<file path="src/rtl/sprite_pkg.sv">
// Shared types and constants for the sprite animation layer.
package sprite_pkg;

  typedef enum logic [1:0] {
    M_ONESHOT  = 2'd0,
    M_LOOP     = 2'd1,
    M_PINGPONG = 2'd2,
    M_RSVD     = 2'd3
  } anim_mode_t;

  typedef enum logic [1:0] {
    S_IDLE = 2'd0,
    S_PLAY = 2'd1,
    S_DONE = 2'd2
  } anim_state_t;

  localparam logic [3:0] ST_ACTIVE = 4'd5;

endpackage

</file>
<file path="src/rtl/anim_sequencer.sv">
// Frame sequencer: hold counter, frame index and ping-pong direction,
// advanced once per video frame while the game is active.
module anim_sequencer
  import sprite_pkg::*;
#(
  parameter int NUM_FRAMES = 3,
  parameter int FRAME_HOLD = 120,
  parameter int FI_W       = (NUM_FRAMES > 1) ? $clog2(NUM_FRAMES) : 1
) (
  input  logic            clk,
  input  logic            rst_n,
  input  logic            active,
  input  logic [1:0]      mode,
  input  logic            pause,
  output logic            showing,
  output logic [FI_W-1:0] frame_idx,
  output logic            done
);

  localparam int HC_W = (FRAME_HOLD > 1) ? $clog2(FRAME_HOLD) : 1;
  localparam logic [HC_W-1:0] HOLD_LAST  = HC_W'(FRAME_HOLD - 1);
  localparam logic [FI_W-1:0] FRAME_LAST = FI_W'(NUM_FRAMES - 1);

  anim_state_t     state;
  anim_mode_t      mode_q;
  logic [HC_W-1:0] hold_cnt;
  logic            dir_up;

  always_ff @(posedge clk) begin
    if (!rst_n) begin
      state     <= S_IDLE;
      mode_q    <= M_LOOP;
      frame_idx <= '0;
      hold_cnt  <= '0;
      dir_up    <= 1'b1;
      done      <= 1'b0;
      showing   <= 1'b0;
    end else if (!active) begin
      state   <= S_IDLE;
      done    <= 1'b0;
      showing <= 1'b0;
    end else begin
      case (state)
        S_IDLE: begin
          state     <= S_PLAY;
          showing   <= 1'b1;
          mode_q    <= anim_mode_t'(mode);
          frame_idx <= '0;
          hold_cnt  <= '0;
          dir_up    <= 1'b1;
        end
        S_PLAY: begin
          if (!pause) begin
            if (hold_cnt != HOLD_LAST) begin
              hold_cnt <= hold_cnt + 1'b1;
            end else begin
              hold_cnt <= '0;
              case (mode_q)
                M_ONESHOT: begin
                  if (frame_idx == FRAME_LAST) begin
                    state <= S_DONE;
                    done  <= 1'b1;
                  end else begin
                    frame_idx <= frame_idx + 1'b1;
                  end
                end
                M_PINGPONG: begin
                  // Turn around at either end so the end frame is shown once per sweep.
                  if (NUM_FRAMES > 1) begin
                    if (dir_up) begin
                      if (frame_idx == FRAME_LAST) begin
                        frame_idx <= frame_idx - 1'b1;
                        dir_up    <= 1'b0;
                      end else begin
                        frame_idx <= frame_idx + 1'b1;
                      end
                    end else begin
                      if (frame_idx == '0) begin
                        frame_idx <= frame_idx + 1'b1;
                        dir_up    <= 1'b1;
                      end else begin
                        frame_idx <= frame_idx - 1'b1;
                      end
                    end
                  end
                end
                default: begin
                  frame_idx <= (frame_idx == FRAME_LAST) ? '0 : frame_idx + 1'b1;
                end
              endcase
            end
          end
        end
        S_DONE: ;
        default: begin
          state   <= S_IDLE;
          showing <= 1'b0;
          done    <= 1'b0;
        end
      endcase
    end
  end

endmodule

</file>
<file path="src/rtl/sprite_animator.sv">
// Multi-frame sprite sequencer plus box test and sprite ROM address
// generation for the VGA sprite layer.
module sprite_animator
  import sprite_pkg::*;
#(
  parameter int         NUM_FRAMES    = 3,
  parameter int         FRAME_HOLD    = 120,
  parameter int         X0            = 279,
  parameter int         Y0            = 124,
  parameter int         SPR_W         = 82,
  parameter int         SPR_H         = 86,
  parameter logic [3:0] ACTIVE_STATUS = ST_ACTIVE,
  parameter int         ADDR_W        = 20,
  localparam int        FI_W          = (NUM_FRAMES > 1) ? $clog2(NUM_FRAMES) : 1
) (
  input  logic              frame_clk,
  input  logic              Reset_n,
  input  logic [3:0]        status,
  input  logic [1:0]        mode,
  input  logic              pause,
  input  logic [9:0]        DrawX,
  input  logic [9:0]        DrawY,
  output logic              is_sprite,
  output logic [FI_W-1:0]   frame_idx,
  output logic [ADDR_W-1:0] sprite_address,
  output logic              done
);

  localparam logic [ADDR_W-1:0] FRAME_SZ = ADDR_W'(SPR_W * SPR_H);
  localparam logic [ADDR_W-1:0] ROW_SZ   = ADDR_W'(SPR_W);

  logic              active;
  logic              showing;
  logic              box;
  logic [ADDR_W-1:0] dx;
  logic [ADDR_W-1:0] dy;

  assign active = (status == ACTIVE_STATUS);

  anim_sequencer #(
    .NUM_FRAMES (NUM_FRAMES),
    .FRAME_HOLD (FRAME_HOLD),
    .FI_W       (FI_W)
  ) u_seq (
    .clk       (frame_clk),
    .rst_n     (Reset_n),
    .active    (active),
    .mode      (mode),
    .pause     (pause),
    .showing   (showing),
    .frame_idx (frame_idx),
    .done      (done)
  );

  assign box = (int'(DrawX) >= X0) && (int'(DrawX) < X0 + SPR_W) &&
               (int'(DrawY) >= Y0) && (int'(DrawY) < Y0 + SPR_H);

  // Offsets only meaningful inside the box; the result is masked outside it.
  assign dx = ADDR_W'(DrawX) - ADDR_W'(X0);
  assign dy = ADDR_W'(DrawY) - ADDR_W'(Y0);

  assign is_sprite      = box && showing && active;
  assign sprite_address = (box && showing) ? ADDR_W'(frame_idx) * FRAME_SZ + dx + dy * ROW_SZ
                                           : '0;

endmodule
</file>
<file path="config.mk">
export PLATFORM = sky130hd
export DESIGN_NAME = sprite_animator
export DESIGN_NICKNAME = d
export VERILOG_FILES = /design/src/rtl/sprite_pkg.sv /design/src/rtl/anim_sequencer.sv /design/src/rtl/sprite_animator.sv
export SDC_FILE = /design/constraint.sdc
export NUM_CORES = 1
export LEC_CHECK = 0
export CAP_MARGIN = 20
export CORE_ASPECT_RATIO = 1.4
export CORE_UTILIZATION = 48
export CTS_CLUSTER_DIAMETER = 120
export DETAILED_ROUTE_END_ITERATION = 10
export GPL_ROUTABILITY_DRIVEN = 0
export PLACE_DENSITY = 0.71
export SETUP_SLACK_MARGIN = 0.02
export SYNTH_ARGS = -nofsm -noshare
export SYNTH_HDL_FRONTEND = slang
export SYNTH_SLANG_ARGS = --single-unit
</file>
<file path="constraint.sdc">
create_clock -name frame_clk -period 7.6 [get_ports frame_clk]
set_input_delay 0.76 -clock frame_clk [delete_from_list [all_inputs] [get_ports frame_clk]]
set_output_delay 0.76 -clock frame_clk [all_outputs]
set_load 0.02 [all_outputs]
</file>
Word-level counts from Yosys, hierarchy flattened
Index checks and enable logic that the tools add are counted.

Input port bits: 29. Register bits after elaboration: 16. Output and inout port bits: 24. Logic and storage cells: 83.

Order comparisons: 4. Mux-type cells: 31. $add $sub $neg: 7. Multipliers: 2. Reduce and logical (&&, ||, !) cells: 18. Bitwise operators: 2. Equality and inequality tests: 12.

Operators with widths (count): 2-bit 2-to-1 mux (11); 20-bit adder (1); 20-bit by 6-bit multiplier with 19-bit output, second input constant (1); 20-bit 2-to-1 mux (1); 5-bit AND reduction (4); 16-bit by 11-bit adder with 17-bit output (1); 7-bit 2-to-1 mux (2); 7-bit case mux with 2 select lines (1); 2-bit by 11-bit multiplier with 13-bit output, second input constant (1); 10-bit by 7-bit subtractor with 11-bit output, second input constant (1); 10-bit by 9-bit subtractor with 11-bit output, second input constant (1); 10-bit by 7-bit greater-or-equal comparator with 1-bit output, second input constant (1); 10-bit by 9-bit greater-or-equal comparator with 1-bit output, second input constant (1); 10-bit by 8-bit < comparator with 1-bit output, second input constant (1); 10-bit by 9-bit < comparator with 1-bit output, second input constant (1); 1-bit 2-to-1 mux (10); 2-bit case mux with 2 select lines (2); 7-bit by 1-bit adder with 7-bit output, second input constant (1); 7-bit inequality test, second input constant (1); 2-bit == test, second input constant (3); 2-bit zero test (3); 2-bit inequality test, second input constant (3); 1-bit case mux with 2 select lines (3); 2-bit case mux with 3 select lines (1); other kinds (12) (20).

Depth between registers and ports, before layout
Gate-level depths: netlist of run 1.

Word-level depth: 7. Mapped depth: 23. Depth with buffers taken out: 22.

Hierarchy
A second synthesis of run 1 with hierarchy kept.

Cell total of the unflattened synthesis: 481. Area, all modules: 3847.4 µm².

By module, submodules not included: sprite_animator (instances 1, sequential area each 0.0 µm², cells an instance 373, area an instance 2912.8 µm²); anim_sequencer (instances 1, sequential area each 320.3 µm², cells an instance 108, area an instance 934.6 µm²).

Worst setup path after synthesis of run 1
No wires, ideal clock.

Kind: input to output. Start point: input port DrawY[2]. End point: output port sprite_address[19]. Slack: 1274 ps. Cell stages on the path: 22. Required time: 6840 ps. Arrival: 5566 ps. Cells stage by stage: inv_1 ha_1 ha_1 inv_1 fa_1 inv_1 ha_1 fa_1 a21o_1 a21oi_1 o21bai_1 a21oi_1 o21ai_0 xor2_1 ha_1 and4_1 and3_1 and3_1 o311ai_0 o211ai_1 o211ai_1 nor3b_2.

Word-level cells in the longest chain between the ends: 5. Elaborated cells between the ends (all ways): 9. Classes of those cells: 2 x add/sub; 1 x mul; 2 x order compare; 1 x mux; 3 x reduce/logical.

RTL lines: from (decl) (line sprite_animator.sv:22) `input logic [9:0] DrawY,`; branches (longest 4 deep; another with 20-bit by 6-bit multiplier with 19-bit output); 20-bit 2-to-1 mux (*) (line sprite_animator.sv:63) `assign sprite_address = (box && showing) ? ADDR_W'(frame_idx) * FRAME_SZ + dx + dy * ROW_SZ`; to (decl) (line sprite_animator.sv:25) `output logic [ADDR_W-1:0] sprite_address,`.

Mark *: on every way between the ends.

Worst setup path in the final report of run 1
Ends and elaborated chain as after synthesis.

==> results.sh, run 1 <==
export IMPL_postSynthAreaPerCell_um2=8.047
export IMPL_drt_first_iter_violations=151
export IMPL_maxUsedRoutingLayer="met4"
export IMPL_worst_slack_ns=0.4380
export IMPL_vias_per_cell=5.757
export IMPL_placed_cells_incl_taps=634
export IMPL_initial_antenna_violation_count=0
export IMPL_worst_skew_pair_late_latency_ns=0.25
export IMPL_drv_max_cap_violation_count=0
export IMPL_track_usage_pct=21.80
export IMPL_post_synthesis_cell_type_count=65
export IMPL_placedInstanceArea_um2=4549
export IMPL_number_of_flops_mapped_to_enable_cells_by_yosys=0
export IMPL_drc=0
export IMPL_cts_bufs_inserted=3
export IMPL_multi_input_area_um2=3400
export IMPL_sequential_cell_area_um2=320.3
export IMPL_cts_root_to_sink_buffers=2
export IMPL_floorplan_die_width_um=77.82
export IMPL_final_hold_vio_count=0
export IMPL_global_route_wire_length_before_repair_mm=15.15
export IMPL_diodes=0
export IMPL_total_nets_after_synthesis=600
export IMPL_port_buffers=52
export IMPL_vias_in_the_first_global_route=3490
export IMPL_setup_repair_after_global_routing_missed_its_margin="no"
export IMPL_design_area_um2=4603
export IMPL_report_final_setup_viol=0
export IMPL_endpoint_kind="output pin"
export IMPL_tns_ns=0
export IMPL_fin_nets=659
export IMPL_ys_async_sr_fraction_pct=0
export IMPL_max_vdd_ir_drop_mv=0.1758
export IMPL_worstHoldPathType="register to register"
export IMPL_synth_cell_area_um2=3862
export IMPL_min_period_over_period_pct=94.24
export IMPL_dr_pass1_iters=4
export IMPL_tritoncts="built"
export IMPL_clock_skew_ns=0.004912
export IMPL_routed_wirelength_mm=9.154
export IMPL_post_place_ws_ns=-0.1381
export IMPL_floorplan_initialDensity_pct=49.84
export IMPL_drive_above_1_share_pct=5.587
export IMPL_met3WireLength_um=115
export IMPL_worst_slew_margin_rel_pct=50.62
export IMPL_htree_levels=1
export IMPL_cp_slowest_stage_delay_ns=0.55
export IMPL_clkSlewWorstSetupHoldPaths_ns=0.06
export IMPL_path_cells="clkdlybuf4s50_1 > inv_1 > ha_1 > ha_1 > inv_1 > fa_1 > inv_1 > ha_1 > fa_1 > a21o_1 > a21oi_2 > o21bai_1 > a21oi_2 > o21ai_0 > xor2_1 > ha_1 > and4_1 > and3_1 > o2111a_1 > o311ai_1 > a211o_1 > a211oi_2 > nor3b_2 > clkbuf_2"
export IMPL_static_leakage_power_uw=0.002200
export IMPL_cp_data_required_time_ns=6.84
export IMPL_fp_dieArea_um2=8415
export IMPL_critical_path_slowest_cell="clkdlybuf4s50_1"
export IMPL_core_region_area_um2=7750
export IMPL_post_cts_setup_repair_bufs=0
export IMPL_dpl_hpwl_mm=7.884
export IMPL_fin_crit_ns=7.162
export IMPL_critical_path_peak_fanout=6
export IMPL_final_antenna_net_count=0
export IMPL_detail_route_wirelength_met1_mm=3.831
export IMPL_num_fill_cells=725
export IMPL_finalMaxSlewViolations=0
export IMPL_area_growth_syn_to_layout_pct=19.18
export IMPL_die_h_um=108.1
export IMPL_cts_hold_buffers_added=0
export IMPL_power_density_cell_area_nw_per_um2=184.6
export IMPL_worstSetupPathType="input pin to output pin"
export IMPL_maxClockFrequency_mhz=139.6
export IMPL_num_vias=3667
export IMPL_post_drt_wl_per_cell_um=14.37
export IMPL_cts_root_buf="clkbuf_8"
export IMPL_clock_sink_count=16
export IMPL_floorplan_io_pins=53
export IMPL_tightest_slew_ns=0.7406
export IMPL_grt_max_degree=22
export IMPL_yosys_register_bits=16
export IMPL_ys_flop_type="dfxtp_1"
export IMPL_final_cell_count_no_fill=637
export IMPL_timing_critical_path_from_type="input pin"
export IMPL_crit_arrival_ns=6.40
export IMPL_synth_yosys_seq_area_share_pct=8.293
export IMPL_grt_overflow_total=0
export IMPL_floorplan_rows=38
export IMPL_postSynthCellCount=480
export IMPL_detailroute_wirelength_met2_mm=4.999
export IMPL_status="complete, no violations"
export IMPL_yosysWarnings=0
export IMPL_total_power_uw=849.6
export IMPL_timing_critical_path_mode_cell="ha_1"
-- what timing repair did --
action,CTS,global route
resized for setup,2,7
pin swaps,0,1
setup endpoints to repair,1,3
-- final timing paths --
path / slack [ns] / start / endpoint / depth (start not counted)
max: 0.44 / DrawY[2] / sprite_address[19] / 24
min: 0.48 / u_seq.hold_cnt[1] / u_seq.hold_cnt[1] / 2
max reg2reg: 5.57 / u_seq.state[1] / u_seq.dir_up / 7
min reg2reg: 0.48 / u_seq.hold_cnt[1] / u_seq.hold_cnt[1] / 2
-- metrics by stage --
| stage | utilization (%) | hold slack, ns |
|---|---|---|
| final | 59.40 | 0.4808 |
| after floorplan | - | 0.4488 |
| after global placement | 58.70 | 0.4579 |
| after detailed placement | 58.70 | 0.4698 |
| after CTS | 59.22 | 0.4793 |
| after global routing | 59.40 | 0.5010 |
-- cells in the final DEF, fill, tap and decap left out, drive strengths merged, types with 6 or more instances in the layout --
master / n
xnor2: 27
dfxtp: 16
nand3: 12
nor2b: 8
a21oi: 36
a21o: 20
nand2: 32
nor3: 12
inv: 32
o211ai: 8
clkdlybuf4s50: 49
nor2: 42
xor2: 25
buf: 9
fa: 10
o21ai: 16
o21a: 10
nor3b: 6
ha: 81
and3: 9
-- kinds of logic (layout without fill, tap and decap cells) --
| logic type | after synthesis | in the layout | share of synthesized area, % |
|---|---|---|---|
| flops | 16 | 16 | 8.293 |
| simple gates | 145 | 145 | 19.18 |
| compound gates | 129 | 129 | 23.45 |
| xor+xnor | 52 | 52 | 11.99 |
| mux | 6 | 6 | 1.652 |
| fa+ha+maj | 91 | 91 | 31.42 |
| buf+inv | 41 | 98 | 4.017 |
-- metal layers --
layer	track usage (%)	vias up
met5	0	-
met4	6.739	0
met3	0.3376	15
met2	44.06	46
met1	24.28	1743
li1	-	1863
-- Yosys cell counts (4+ instances only) --
| cell | count | area (um^2) |
|---|---|---|
| nand2b_1 | 4 | 25.02 |
| a21oi_1 | 35 | 175.2 |
| inv_1 | 32 | 120.1 |
| nor3_1 | 12 | 60.06 |
| a21o_1 | 19 | 142.6 |
| xnor2_1 | 26 | 227.7 |
| o211ai_1 | 8 | 60.06 |
| clkbuf_1 | 7 | 26.28 |
| o21bai_1 | 4 | 30.03 |
| nor2b_1 | 8 | 50.05 |
| a211oi_1 | 5 | 37.54 |
| ha_1 | 81 | 1013 |
| nor3b_1 | 5 | 37.54 |
| dfxtp_1 | 16 | 320.3 |
| nand3_1 | 12 | 60.06 |
| o21ai_0 | 13 | 65.06 |
| o21a_1 | 10 | 75.07 |
| nand2_1 | 32 | 120.1 |
| xor2_1 | 25 | 219.0 |
| and3_1 | 9 | 56.30 |
| fa_1 | 10 | 200.2 |
| nor2_1 | 42 | 157.7 |
| a31oi_1 | 4 | 25.02 |
-- critical path, delay by kind of cell --
kind / cells / cell delay (ns)
adder cells (fa/ha/maj): 6 / 2.29
AO/OA/AOI/OAI: 9 / 1.74
buffers and inverters: 5 / 0.94
AND/OR/NAND/NOR: 3 / 0.51
XOR/XNOR: 1 / 0.16
-- flip-flops by register name (all words and copies together) (netlist names) --
| register | flops |
|---|---|
| u_seq.hold_cnt | 7 |
| u_seq.frame_idx | 2 |
| u_seq.mode_q | 2 |
| u_seq.state | 2 |
| u_seq.dir_up | 1 |
| u_seq.done | 1 |
| u_seq.showing | 1 |
-- where the power goes --
part	total [uW]	switching, uW	internal, uW
Clock	62.5	27.4	35.1
Sequential	85.5	0.929	84.6
Combinational	702	393	309
-- cell type report --
cell class | instances | area share (%)
inverters | 34 | 2.800
well taps | 100 | 2.718
multi-input cells | 423 | 73.85
flip-flops and latches | 16 | 6.958
repair buffers | 61 | 12.78
clock buffers | 3 | 0.8970
No activity file was read; power rests on OpenSTA's default activity.
==> run 2: changes to the inputs <==
DONT_BUFFER_PORTS = 1   (was unset)
HOLD_SLACK_MARGIN = 0.02   (was unset)
PLACE_DENSITY = unset   (was 0.71)
==> run 2 against run 1 <==
  * Sequential cell count unchanged
  * Final cell count decreased by 9.3%
  * Hold slack improved by 0.00060 ns
  * Design area decreased by 13%
  * Clock power increased by 20%
  * Setup slack improved by 0.42 ns
  * Sequential power about the same
  * Fmax increased by 6.2%
  * Clock skew decreased by 0.0034 ns
  * Combinational power decreased by 3.8%
  * Clock-buffer cell count increased by 1
  * Critical endpoint unchanged
  * Largest cell class unchanged
  * Largest power group unchanged
==> results.sh, run 2 (synthesis results as in run 1) <==
export IMPL_timing_hold_worst_path_depth=2
export IMPL_layout_commonest_cell="ha_1"
export IMPL_core_region_area_um2=7750
export IMPL_floorplan_initialDensity_pct=49.84
export IMPL_timing_critical_path_mode_cell="ha_1"
export IMPL_post_cts_resize_count=0
export IMPL_worst_slew_margin_rel_pct=45.60
export IMPL_routed_wirelength_mm=8.800
export IMPL_tightest_slew_ns=0.8054
export IMPL_worstHoldPathType="register to register"
export IMPL_max_vdd_ir_drop_mv=0.1352
export IMPL_die_h_um=108.1
export IMPL_cp_data_required_time_ns=6.84
export IMPL_report_final_setup_viol=0
export IMPL_post_place_ws_ns=0.8726
export IMPL_post_drt_wl_per_cell_um=15.22
export IMPL_worst_skew_pair_late_latency_ns=0.25
export IMPL_path_cells="inv_1 > ha_1 > ha_1 > inv_1 > fa_1 > inv_1 > ha_1 > fa_1 > a21o_1 > a21oi_1 > o21bai_1 > a21oi_1 > o21ai_0 > xor2_1 > ha_1 > and4_1 > and3_1 > and3_1 > o311ai_0 > o211ai_1 > o211ai_1 > nor3b_2"
export IMPL_fp_dieArea_um2=8415
export IMPL_crit_cells=22
export IMPL_tritoncts="built"
export IMPL_vias_per_cell=5.760
export IMPL_clkSlewWorstSetupHoldPaths_ns=0.06
export IMPL_finalMaxSlewViolations=0
export IMPL_final_antenna_net_count=0
export IMPL_setup_repair_after_global_routing_missed_its_margin="no"
export IMPL_dr_pass1_iters=4
export IMPL_port_buffers=0
export IMPL_drt_first_iter_violations=123
export IMPL_min_period_over_period_pct=88.73
export IMPL_floorplan_die_width_um=77.82
export IMPL_cts_hold_buffers_added=0
export IMPL_num_fill_cells=753
export IMPL_timing_critical_path_from_type="input pin"
export IMPL_worstSetupPathType="input pin to output pin"
export IMPL_endpoint_kind="output pin"
export IMPL_worst_reg_to_reg_path_cell_count=7
export IMPL_post_cts_setup_repair_bufs=0
export IMPL_vias_in_the_first_global_route=3247
export IMPL_crit_arrival_ns=5.98
export IMPL_regMostFlops="u_seq.hold_cnt"
export IMPL_static_leakage_power_uw=0.001934
export IMPL_drc=0
export IMPL_mostFrequentLayoutCells="81 x ha_1, 42 x nor2_1, 35 x a21oi_1"
export IMPL_cts_root_buf="clkbuf_8"
export IMPL_clock_sink_count=16
export IMPL_clock_skew_ns=0.001531
export IMPL_tns_ns=0
export IMPL_htree_levels=1
export IMPL_power_density_cell_area_nw_per_um2=207.7
export IMPL_cts_root_to_sink_buffers=2
export IMPL_largest_register_ff_count=7
export IMPL_maxClockFrequency_mhz=148.3
export IMPL_critical_path_peak_fanout=6
export IMPL_drive_above_1_share_pct=3.975
export IMPL_num_vias=3329
export IMPL_dpl_hpwl_mm=7.700
export IMPL_worst_slack_ns=0.8564
export IMPL_worst_path_dominant_cell_family="adder cells"
export IMPL_placedInstanceArea_um2=3969
export IMPL_status="complete, no violations"
export IMPL_track_usage_pct=20.48
export IMPL_grt_overflow_total=0
export IMPL_floorplan_rows=38
export IMPL_cts_bufs_inserted=3
export IMPL_fin_nets=599
export IMPL_floorplan_io_pins=53
export IMPL_diodes=0
export IMPL_hold_ws_ns=0.4813
export IMPL_design_area_um2=4024
export IMPL_grt_max_degree=22
export IMPL_fin_crit_ns=6.744
export IMPL_global_route_wire_length_before_repair_mm=13.95
export IMPL_cp_slowest_stage_delay_ns=0.50
export IMPL_final_hold_vio_count=0
export IMPL_drv_max_cap_violation_count=0
export IMPL_critical_path_slowest_cell="fa_1"
export IMPL_area_growth_syn_to_layout_pct=4.179
export IMPL_initial_antenna_violation_count=0
export IMPL_worstPathBufferInverterCount=3
## run 2: layout make-up
class                           count  area (um^2)  area share (%)
Clock buffer                        4        55.05           1.368
Sequential cell                    16        320.3           7.960
Multi-Input combinational cell    423         3387           84.17
Inverter                           34        128.9           3.203
Timing Repair Buffer                1        7.507          0.1866
Tap cell                          100        125.1           3.109
## run 2: power by group
group | switching [uW] | total, uW | leakage (uW) | internal, uW
clock | 29.3 | 75.2 | 0.0000288 | 45.9
combinational | 387 | 675 | 0.00178 | 288
sequential | 0.872 | 85.4 | 0.000129 | 84.6
## run 2: path summary, 6_finish.rpt
| kind | start | endpoint | slack [ns] |
|---|---|---|---|
| setup / recovery | DrawY[2] | sprite_address[19] | 0.86 |
| hold / removal | u_seq.hold_cnt[1] | u_seq.hold_cnt[1] | 0.48 |
| setup reg to reg | u_seq.frame_idx[0] | u_seq.frame_idx[1] | 5.52 |
| hold reg to reg | u_seq.hold_cnt[1] | u_seq.hold_cnt[1] | 0.48 |
## run 2: metrics by stage
step                      util, %  std cells  power (uW)
after floorplan                 -        480       627.8
after global placement      51.21        574       753.2
after detailed placement    51.21        574       758.8
after CTS                   51.92        578       838.4
after global routing        51.92        578       921.1
final                       51.92        578       835.6
## run 2: metal layers
layer / track usage [%] / up-vias / part of all wire, % / wire [um]
li1: - / 1728 / - / -
met1: 21.00 / 1547 / 40 / 3526
met2: 43.36 / 42 / 56 / 4946
met3: 1.350 / 12 / 2.1 / 181
met4: 5.256 / 0 / 1.6 / 145
met5: 0 / - / 0 / 0
## run 2: worst register-to-register path: stages (launching register included)
cell and delay (ns):
dfxtp_1 0.68, inv_1 0.20, ha_1 0.45, nor2_1 0.06, a21oi_1 0.13, o221ai_1 0.13, mux2_2 0.29, nor2_1 0.08
==> run 3: changes to the inputs <==
CTS_BUF_LIST = sky130_fd_sc_hd__clkbuf_2   (was unset)
==> run 3 against run 2 <==
  * Utilization shrank 0.47 points
  * Global-route usage is the same
  * Setup slack lost 0.036 ns
  * Sequential share of layout area grew 0.072 points
  * Register-to-register slack lost 0.02 ns
  * Critical path depth is the same
  * Routed wire length is essentially flat
  * Clock-buffer cell count shrank 1
  * Critical path type unchanged
==> results.sh, run 3 (synthesis results as in run 1) <==
export IMPL_min_delay_start="u_seq.hold_cnt[1]"
export IMPL_floorplan_initialDensity_pct=49.84
export IMPL_dpl_hpwl_mm=7.700
export IMPL_drv_max_cap_violation_count=0
export IMPL_initial_antenna_violation_count=0
export IMPL_report_final_setup_viol=0
export IMPL_cp_data_required_time_ns=6.84
export IMPL_crit_arrival_ns=6.02
export IMPL_power_density_cell_area_nw_per_um2=200.3
export IMPL_fin_crit_ns=6.779
export IMPL_num_fill_cells=759
export IMPL_endpoint_kind="output pin"
export IMPL_critPathLaunch="DrawY[2]"
export IMPL_diodes=0
export IMPL_placed_cells_incl_taps=574
export IMPL_timing_critical_path_from_type="input pin"
export IMPL_post_cts_setup_repair_bufs=0
export IMPL_routed_wirelength_mm=8.794
export IMPL_largest_register_ff_count=7
export IMPL_floorplan_rows=38
export IMPL_post_drt_wl_per_cell_um=15.21
export IMPL_floorplan_io_pins=53
export IMPL_core_region_area_um2=7750
export IMPL_status="complete, no violations"
export IMPL_floorplan_die_width_um=77.82
export IMPL_grt_overflow_total=0
export IMPL_fin_nets=599
export IMPL_worstHoldPathType="register to register"
export IMPL_drt_first_iter_violations=140
export IMPL_port_buffers=0
export IMPL_grt_max_degree=22
export IMPL_dr_pass1_iters=4
export IMPL_hold_ws_ns=0.4899
export IMPL_post_cts_resize_count=0
export IMPL_final_antenna_net_count=0
export IMPL_clock_skew_ns=0.001126
export IMPL_die_h_um=108.1
export IMPL_htree_levels=1
export IMPL_placedInstanceArea_um2=3969
export IMPL_vias_in_the_first_global_route=3247
export IMPL_critical_path_peak_fanout=6
export IMPL_worst_slew_margin_rel_pct=45.46
export IMPL_static_leakage_power_uw=0.001919
export IMPL_tns_ns=0
export IMPL_final_hold_vio_count=0
export IMPL_area_growth_syn_to_layout_pct=3.239
export IMPL_worst_skew_pair_late_latency_ns=0.29
export IMPL_layout_commonest_cell="ha_1"
export IMPL_regMostFlops="u_seq.hold_cnt"
export IMPL_fp_dieArea_um2=8415
export IMPL_min_period_over_period_pct=89.20
export IMPL_cts_root_buf="clkbuf_2"
export IMPL_final_cell_count_no_fill=578
export IMPL_global_route_wire_length_before_repair_mm=13.95
export IMPL_setup_repair_after_global_routing_missed_its_margin="no"
export IMPL_cts_bufs_inserted=3
export IMPL_max_vdd_ir_drop_mv=0.1069
export IMPL_drive_above_1_share_pct=3.766
export IMPL_worstSetupPathType="input pin to output pin"
export IMPL_tritoncts="built"
export IMPL_clock_sink_count=16
export IMPL_cts_root_to_sink_buffers=2
export IMPL_r2r_start="u_seq.frame_idx[0]"
export IMPL_maxClockFrequency_mhz=147.5
export IMPL_clkSlewWorstSetupHoldPaths_ns=0.15
export IMPL_drc=0
export IMPL_track_usage_pct=20.48
export IMPL_finalMaxSlewViolations=0
export IMPL_total_power_uw=798.9
export IMPL_num_vias=3333
export IMPL_tightest_slew_ns=0.8075
export IMPL_vias_per_cell=5.766
export IMPL_mostFrequentLayoutCells="81 x ha_1, 42 x nor2_1, 35 x a21oi_1"
export IMPL_cts_hold_buffers_added=0
export IMPL_design_area_um2=3988
-- run 3: cell types whose count changed in the layout (fill, tap and decap cells not counted), sizes merged --
cell,before,now
clkbuf,4,3
clkinv,2,3
-- run 3: per-layer routing --
metal	vias up	global-route usage (%)	routed length (um)
met5	-	0	0
met3	12	1.350	211
met2	51	43.36	4930
met1	1542	21.00	3507
li1	1728	-	-
met4	0	5.256	144
-- run 3: worst max-delay path, cell delays in order --
cell      delay [ns]
inv_1           0.05
ha_1            0.34
ha_1            0.29
inv_1           0.05
fa_1            0.50
inv_1           0.04
ha_1            0.33
fa_1            0.46
a21o_1          0.20
a21oi_1         0.23
o21bai_1        0.11
a21oi_1         0.23
o21ai_0         0.15
xor2_1          0.16
ha_1            0.38
and4_1          0.20
and3_1          0.21
and3_1          0.18
o311ai_0        0.45
o211ai_1        0.20
o211ai_1        0.13
nor3b_2         0.37
-- run 3: final cells by class --
| type | count | area (um^2) | area share (%) |
|---|---|---|---|
| sequential | 16 | 320.3 | 8.033 |
| inverter | 34 | 128.9 | 3.232 |
| clock inverter | 1 | 3.754 | 0.09413 |
| tap | 100 | 125.1 | 3.138 |
| clock buffer | 3 | 15.01 | 0.3765 |
| timing repair buffer | 1 | 7.507 | 0.1883 |
| multi-input combinational | 423 | 3387 | 84.94 |
-- run 3: path summary, 6_finish.rpt --
kind                        endpoint  slack, ns  depth (start not counted)
setup / recovery  sprite_address[19]       0.82                         22
hold / removal     u_seq.hold_cnt[1]       0.49                          2
setup reg to reg  u_seq.frame_idx[1]       5.50                          7
hold reg to reg    u_seq.hold_cnt[1]       0.49                          2
-- run 3: stage by stage --
step           setup slack (ns)  utilization, %
5_1_grt                  0.4722           51.45
6_report                 0.8208           51.45
2_1_floorplan             1.274               -
3_5_place_dp             0.8726           51.21
3_3_place_gp             0.9975           51.21
4_1_cts                  0.8550           51.45
-- run 3: report_power, final --
part | leakage [uW] | switching, uW | internal, uW
Sequential | 0.000129 | 0.859 | 84.7
Combinational | 0.00178 | 387 | 288
Clock | 0.0000140 | 27.3 | 11.4
Total | 0.00192 | 415 | 384
